**src/rtl/pipe_wb_pkg.sv**
```systemverilog
// rtl/pipe_wb_pkg.sv - shared CPU encodings for load size and write-back data select
// Decode helpers keep the size and wd-select priority in one place for control and WB.
package pipe_wb_pkg;

  typedef enum logic [1:0] {
    LD_WORD = 2'd0,
    LD_HALF = 2'd1,
    LD_BYTE = 2'd2
  } ld_size_e;

  typedef enum logic [1:0] {
    WD_HI  = 2'd0,
    WD_LO  = 2'd1,
    WD_MEM = 2'd2,
    WD_ALU = 2'd3
  } wd_sel_e;

  typedef struct packed {
    logic        valid;
    logic [31:0] alu;
    logic [31:0] mem;
    logic [4:0]  wa;
    logic        wrf;
    logic        wdc;
    logic        overflow;
    logic        w;
    logic        h;
    logic        b;
    logic        z;
    logic        mthi;
    logic        mtlo;
    logic        mfhi;
    logic        mflo;
  } wb_reg_t;

  // Word wins over half over byte; no size bit set means a full-word load.
  function automatic ld_size_e ld_size(input logic w, input logic h, input logic b);
    if (w)      return LD_WORD;
    else if (h) return LD_HALF;
    else if (b) return LD_BYTE;
    else        return LD_WORD;
  endfunction

  function automatic wd_sel_e wd_sel(input logic mfhi, input logic mflo, input logic wdc);
    if (mfhi)      return WD_HI;
    else if (mflo) return WD_LO;
    else if (wdc)  return WD_MEM;
    else           return WD_ALU;
  endfunction

endpackage

```
**src/rtl/pipe_wb_if.sv**
```systemverilog
// rtl/pipe_wb_if.sv - MEM-to-WB bundle plus the write-back results
// Master is the MEM stage side; slave is the WB stage.
interface pipe_wb_if;
  logic        valid_m;
  logic        stall;
  logic        flush;
  logic [31:0] alu_m;
  logic [31:0] mem_m;
  logic [4:0]  wa_m;
  logic        wrf_m;
  logic        wdc_m;
  logic        overflow_m;
  logic        w_m;
  logic        h_m;
  logic        b_m;
  logic        z_m;
  logic        mthi_m;
  logic        mtlo_m;
  logic        mfhi_m;
  logic        mflo_m;
  logic [31:0] wd;
  logic        rf_wena;
  logic [4:0]  wa;
  logic [31:0] hi;
  logic [31:0] lo;
  logic        valid_w;

  modport master (
    output valid_m, stall, flush, alu_m, mem_m, wa_m, wrf_m, wdc_m, overflow_m,
           w_m, h_m, b_m, z_m, mthi_m, mtlo_m, mfhi_m, mflo_m,
    input  wd, rf_wena, wa, hi, lo, valid_w
  );

  modport slave (
    input  valid_m, stall, flush, alu_m, mem_m, wa_m, wrf_m, wdc_m, overflow_m,
           w_m, h_m, b_m, z_m, mthi_m, mtlo_m, mfhi_m, mflo_m,
    output wd, rf_wena, wa, hi, lo, valid_w
  );
endinterface

```
**src/rtl/wb_load_ext.sv**
```systemverilog
// rtl/wb_load_ext.sv - little-endian byte/half/word extraction with sign or zero extension
module wb_load_ext
  import pipe_wb_pkg::*;
(
  input  logic [1:0]  addr_i,
  input  logic [31:0] mem_i,
  input  ld_size_e    size_i,
  input  logic        zext_i,
  output logic [31:0] data_o
);

  logic [7:0]  byte_sel;
  logic [15:0] half_sel;

  always_comb begin
    case (addr_i)
      2'd0:    byte_sel = mem_i[7:0];
      2'd1:    byte_sel = mem_i[15:8];
      2'd2:    byte_sel = mem_i[23:16];
      default: byte_sel = mem_i[31:24];
    endcase
    half_sel = addr_i[1] ? mem_i[31:16] : mem_i[15:0];

    case (size_i)
      LD_HALF: data_o = {{16{half_sel[15] & ~zext_i}}, half_sel};
      LD_BYTE: data_o = {{24{byte_sel[7] & ~zext_i}}, byte_sel};
      default: data_o = mem_i;
    endcase
  end

endmodule

```
**src/rtl/pipe_wb.sv**
```systemverilog
// rtl/pipe_wb.sv - write-back pipeline register, HI/LO state and write-back data mux
// HI/LO are written from the instruction sitting in WB, so a same-cycle mfhi/mflo sees the old value.
module pipe_wb
  import pipe_wb_pkg::*;
(
  input  logic      clk,
  input  logic      rst,
  pipe_wb_if.slave  bus
);

  wb_reg_t     wb_q, wb_d;
  logic [31:0] hi_q, hi_d;
  logic [31:0] lo_q, lo_d;
  logic [31:0] ld_data;
  logic        commit;

  always_comb begin
    wb_d = wb_q;
    if (bus.flush) begin
      wb_d = '0;
    end else if (!bus.stall) begin
      wb_d.valid    = bus.valid_m;
      wb_d.alu      = bus.alu_m;
      wb_d.mem      = bus.mem_m;
      wb_d.wa       = bus.wa_m;
      wb_d.wrf      = bus.wrf_m;
      wb_d.wdc      = bus.wdc_m;
      wb_d.overflow = bus.overflow_m;
      wb_d.w        = bus.w_m;
      wb_d.h        = bus.h_m;
      wb_d.b        = bus.b_m;
      wb_d.z        = bus.z_m;
      wb_d.mthi     = bus.mthi_m;
      wb_d.mtlo     = bus.mtlo_m;
      wb_d.mfhi     = bus.mfhi_m;
      wb_d.mflo     = bus.mflo_m;
    end
  end

  // A stalled valid instruction rewrites the same HI/LO value each cycle, which is harmless.
  assign commit = wb_q.valid & ~wb_q.overflow;
  assign hi_d   = (commit & wb_q.mthi) ? wb_q.alu : hi_q;
  assign lo_d   = (commit & wb_q.mtlo) ? wb_q.alu : lo_q;

  always_ff @(posedge clk) begin
    if (rst) begin
      wb_q <= '0;
      hi_q <= '0;
      lo_q <= '0;
    end else begin
      wb_q <= wb_d;
      hi_q <= hi_d;
      lo_q <= lo_d;
    end
  end

  wb_load_ext u_load_ext (
    .addr_i (wb_q.alu[1:0]),
    .mem_i  (wb_q.mem),
    .size_i (ld_size(wb_q.w, wb_q.h, wb_q.b)),
    .zext_i (wb_q.z),
    .data_o (ld_data)
  );

  always_comb begin
    case (wd_sel(wb_q.mfhi, wb_q.mflo, wb_q.wdc))
      WD_HI:   bus.wd = hi_q;
      WD_LO:   bus.wd = lo_q;
      WD_MEM:  bus.wd = ld_data;
      default: bus.wd = wb_q.alu;
    endcase
  end

  assign bus.rf_wena = wb_q.valid & wb_q.wrf & ~wb_q.overflow;
  assign bus.wa      = wb_q.wa;
  assign bus.hi      = hi_q;
  assign bus.lo      = lo_q;
  assign bus.valid_w = wb_q.valid;

endmodule

```
**src/flat_wrapper.sv**
```systemverilog
// flat-port wrapper written by rule: the top's interface ports become plain ports
module pipe_wb_flat import pipe_wb_pkg::*;
  (clk, rst, bus_valid_m, bus_stall, bus_flush, bus_alu_m, bus_mem_m, bus_wa_m, bus_wrf_m, bus_wdc_m, bus_overflow_m, bus_w_m, bus_h_m, bus_b_m, bus_z_m, bus_mthi_m, bus_mtlo_m, bus_mfhi_m, bus_mflo_m, bus_wd, bus_rf_wena, bus_wa, bus_hi, bus_lo, bus_valid_w);
  pipe_wb_if bus_i ();
  input  logic clk;
  input  logic rst;
  input wire logic [$bits(bus_i.valid_m)-1:0] bus_valid_m;
  input wire logic [$bits(bus_i.stall)-1:0] bus_stall;
  input wire logic [$bits(bus_i.flush)-1:0] bus_flush;
  input wire logic [$bits(bus_i.alu_m)-1:0] bus_alu_m;
  input wire logic [$bits(bus_i.mem_m)-1:0] bus_mem_m;
  input wire logic [$bits(bus_i.wa_m)-1:0] bus_wa_m;
  input wire logic [$bits(bus_i.wrf_m)-1:0] bus_wrf_m;
  input wire logic [$bits(bus_i.wdc_m)-1:0] bus_wdc_m;
  input wire logic [$bits(bus_i.overflow_m)-1:0] bus_overflow_m;
  input wire logic [$bits(bus_i.w_m)-1:0] bus_w_m;
  input wire logic [$bits(bus_i.h_m)-1:0] bus_h_m;
  input wire logic [$bits(bus_i.b_m)-1:0] bus_b_m;
  input wire logic [$bits(bus_i.z_m)-1:0] bus_z_m;
  input wire logic [$bits(bus_i.mthi_m)-1:0] bus_mthi_m;
  input wire logic [$bits(bus_i.mtlo_m)-1:0] bus_mtlo_m;
  input wire logic [$bits(bus_i.mfhi_m)-1:0] bus_mfhi_m;
  input wire logic [$bits(bus_i.mflo_m)-1:0] bus_mflo_m;
  output wire logic [$bits(bus_i.wd)-1:0] bus_wd;
  output wire logic [$bits(bus_i.rf_wena)-1:0] bus_rf_wena;
  output wire logic [$bits(bus_i.wa)-1:0] bus_wa;
  output wire logic [$bits(bus_i.hi)-1:0] bus_hi;
  output wire logic [$bits(bus_i.lo)-1:0] bus_lo;
  output wire logic [$bits(bus_i.valid_w)-1:0] bus_valid_w;
  assign bus_i.valid_m = bus_valid_m;
  assign bus_i.stall = bus_stall;
  assign bus_i.flush = bus_flush;
  assign bus_i.alu_m = bus_alu_m;
  assign bus_i.mem_m = bus_mem_m;
  assign bus_i.wa_m = bus_wa_m;
  assign bus_i.wrf_m = bus_wrf_m;
  assign bus_i.wdc_m = bus_wdc_m;
  assign bus_i.overflow_m = bus_overflow_m;
  assign bus_i.w_m = bus_w_m;
  assign bus_i.h_m = bus_h_m;
  assign bus_i.b_m = bus_b_m;
  assign bus_i.z_m = bus_z_m;
  assign bus_i.mthi_m = bus_mthi_m;
  assign bus_i.mtlo_m = bus_mtlo_m;
  assign bus_i.mfhi_m = bus_mfhi_m;
  assign bus_i.mflo_m = bus_mflo_m;
  assign bus_wd = bus_i.wd;
  assign bus_rf_wena = bus_i.rf_wena;
  assign bus_wa = bus_i.wa;
  assign bus_hi = bus_i.hi;
  assign bus_lo = bus_i.lo;
  assign bus_valid_w = bus_i.valid_w;
  pipe_wb u_core (.clk(clk), .rst(rst), .bus(bus_i));
endmodule
```
**config.mk**
```make
export PLATFORM = sky130hd
export DESIGN_NAME = pipe_wb_flat
export DESIGN_NICKNAME = d
export VERILOG_FILES = /design/src/rtl/pipe_wb_pkg.sv /design/src/rtl/pipe_wb_if.sv /design/src/rtl/wb_load_ext.sv /design/src/rtl/pipe_wb.sv /design/src/flat_wrapper.sv
export SDC_FILE = /design/constraint.sdc
export NUM_CORES = 1
export LEC_CHECK = 0
export ABC_AREA = 1
export CORE_MARGIN = 8
export CORE_UTILIZATION = 52
export CTS_CLUSTER_SIZE = 10
export DETAILED_ROUTE_END_ITERATION = 12
export PLACE_DENSITY = 0.88
export SKIP_CTS_REPAIR_TIMING = 1
export SYNTH_ARGS = -nofsm -noshare
export SYNTH_HDL_FRONTEND = slang
export SYNTH_SLANG_ARGS = --single-unit
export TNS_END_PERCENT = 30
```
**constraint.sdc**
```tcl
create_clock -name clk -period 3.16 [get_ports clk]
set_input_delay 0.632 -clock clk [delete_from_list [all_inputs] [get_ports clk]]
set_output_delay 0.632 -clock clk [all_outputs]
set_load 0.02 [all_outputs]
```
==> results of run 1 <==
[kinds of logic after synthesis]
logic type | Yosys count
and+or+nand+nor | 438
AOI/OAI and AO/OA | 260
DFF | 145
buffers and inverters | 117
[state kept, by name, summed over array words and instances, names as in the netlist]
signal / flops
u_core.bus.lo: 32
u_core.bus.hi: 32
u_core.wb_q: 75
u_core.bus.wa: 5
u_core.bus.valid_w: 1
[placed cells by master, fill, tap and decap left out, types with 15 or more instances in the layout]
cell type / netlist / layout
a211oi_1: 16 / 16
dfxtp_1: 145 / 142
inv_1: 20 / 18
nand2_1: 273 / 273
clkbuf_16: 0 / 17
a21oi_1: 165 / 165
dlymetal6s2s_1: 0 / 32
buf_4: 5 / 28
a221oi_1: 31 / 31
o21a_1: 15 / 15
nand4_1: 65 / 65
clkdlybuf4s50_1: 0 / 153
nor2_1: 60 / 59
nand3_1: 20 / 20
[metal layers]
layer	GRT usage	vias up	part of all wire
met5	0	-	0
met4	0.1833	0	0.055
met3	0.08498	98	0.11
met2	0.4526	536	0.46
met1	0.3441	3648	0.37
li1	-	3598	-
[critical path: stages (launching register included)]
cell and delay (ns):
dfxtp_1 0.33, inv_2 0.04, nor2_1 0.20, inv_2 0.15
nand2_2 0.11, buf_4 0.24, nand3_4 0.22, buf_12 0.20
nand2_2 0.06, a21oi_2 0.06, dlymetal6s2s_1 0.22
[metrics by stage]
stage,TNS (ns),hold slack [ns],total power [mW],cells,setup slack [ns]
2_1_floorplan,0,0.4455,2.282,960,1.040
3_3_place_gp,0,0.4525,2.579,1256,0.3467
3_5_place_dp,0,0.4605,2.583,1256,0.2715
4_1_cts,-3.377,0.4694,4.774,1287,-0.2291
5_1_grt,0,0.4838,4.920,1293,0.1513
6_report,0,0.4659,4.781,1293,0.2633
[worst min-delay path by stage]
| stage | slack, ns | endpoint |
|---|---|---|
| after CTS | 0.47 | u_core.bus.wa[2] |
| after floorplan | 0.45 | u_core.wb_q[5] |
| after global placement | 0.45 | u_core.bus.wa[4] |
| after global routing | 0.48 | u_core.bus.wa[1] |
| final | 0.47 | u_core.bus.wa[2] |
| after detailed placement | 0.46 | u_core.bus.wa[2] |
[power breakdown]
| part | total, mW | switching (mW) | internal (mW) |
|---|---|---|---|
| Sequential | 1.91 | 0.0427 | 1.86 |
| Combinational | 0.649 | 0.369 | 0.281 |
| Clock | 2.22 | 0.806 | 1.42 |
[cell type report]
class / count / area share
clock buffer: 18 / 0.04574
clock inverter: 13 / 0.02189
inverter: 24 / 0.009644
multi-input combinational: 698 / 0.3630
sequential: 145 / 0.3028
tap: 176 / 0.02294
timing repair buffer: 219 / 0.2341
==> impl_metrics.ini, run 1 <==
[critical_path]
critical_path_class = reg2out
timing.rr.start = u_core.bus.valid_w
worstSetupStartpoint = u_core.wb_q[6]
endpoint = bus_wd[31]
r2r-end = u_core.bus.hi[25]
worst_setup_path_start_kind = flop
r2r_slack_ns = 1.25
arrival_ns = 2.26
crit_fanout = 16
cp.required_ns = 2.53
r2r.worst_path.cells = 5
end_kind = output pin

[cells_and_area]
nNetsFinal = 1190
drive_gt1_frac = 0.09400
postLayoutCoreUtil = 0.7337
fin_area_um2 = 9600
regArea_um2 = 2907
antennaDiodeCount = 0
areaGrowthSynthToFinish_pct = 39.15
multi_input_area_um2 = 3485
fillers = 981

[synthesis]
synthXorXnorAreaFrac = 0
yosys.area_share.simple = 0.2775
syn-mean-instance-area_um2 = 7.187
synth_mux_area_frac = 0
synth_edf_count = 0
syn-instance-count = 960
syn-num-nets = 1045
synthFlopType = dfxtp_1
synth_fa_ha_area_frac = 0
yosys_warnings = 0
synth_async_sr_flop_share = 0
yosysMostFrequentCell = nand2_1
yosysUniqueCellTypes = 28
synth_area_leaders = dfxtp_1, nand2_1, a21oi_1
synth_compound_area_frac = 0.2272
yosysSeqAreaShare = 0.4207
yosys_register_bits = 145
synth_top_family_by_area = simple AND/OR/NAND/NOR gates
synth_top_area_frac = 0.4207
synth_area_um2 = 6899
synthTopCellsByCount = nand2_1, a21oi_1, dfxtp_1
yosys.area.top_type = dfxtp_1

[hold_path]
whs_path_depth = 2
min_from = u_core.bus.wa[2]
hold_class = reg2reg

[global_routing]
antenna_found_initial = 0
grt_pass1_vias = 7516
track_usage = 0.2901
grt_first_pass_wirelength_um = 40750
grt_overflow_total = 0
grt_max_degree = 98

[sta]
final_max_slew_viol_count = 0
rsz0062_at_grt = no
slew_headroom = 0.5147
finClkSkew_ns = 0.01025
fmax_ghz = 0.3452
fin_crit_sh = 0.9167
tightestPinTransition_ns = 0.7279
hold_viol = 0
setup_viol_count_final = 0
finalCriticalPeriod_ns = 2.897

[detailed_routing]
vias = 7880
routed_wl_um = 25740
avgViaCountPerCell = 6.094
wire_per_inst_um = 19.90
first_iter_violations = 1026
drc = 0
ant_nets = 0
first_pass_iters = 6

[die]
die_w_um = 131.2
dieArea_um2 = 17210
fp.dieH_um = 131.2
start_util = 0.5273
core_region_area_um2 = 13090
io_pins = 188
rows = 42

[power_and_ir_drop]
peakVddDrop_v = 0.0002954
power_density_nw_per_um2 = 498.0
p_leak_nw = 3.774

[clocking]
cts_root_buf = clkbuf_16
clk_pin_slew_ns = 0.06
htreeDepth = 4
clkSinkCount = 145
insertion_delay_ns = 0.44
cts_buffers = 17
cts_buffer_depth = 2
cts_tree = yes

[placed_design]
dpl_cell_area_um2 = 8808
hpwl_um = 16980
portBuffers = 187
gp_congestion = 0.9712

[outcome]
status = completed

[flow_run]
cap_violations = 0
Note: power is estimated with default switching activity, not from simulation.
==> inputs of run 2 (changes only) <==
--- a/config.mk
+++ b/config.mk
@@ -6,6 +6,7 @@
 export NUM_CORES = 1
 export LEC_CHECK = 0
 export ABC_AREA = 1
+export CAP_MARGIN = 20
 export CORE_MARGIN = 8
 export CORE_UTILIZATION = 52
 export CTS_CLUSTER_SIZE = 10
==> results of run 2 <==
Final layout, timing and power as in run 1 (identical DEF).
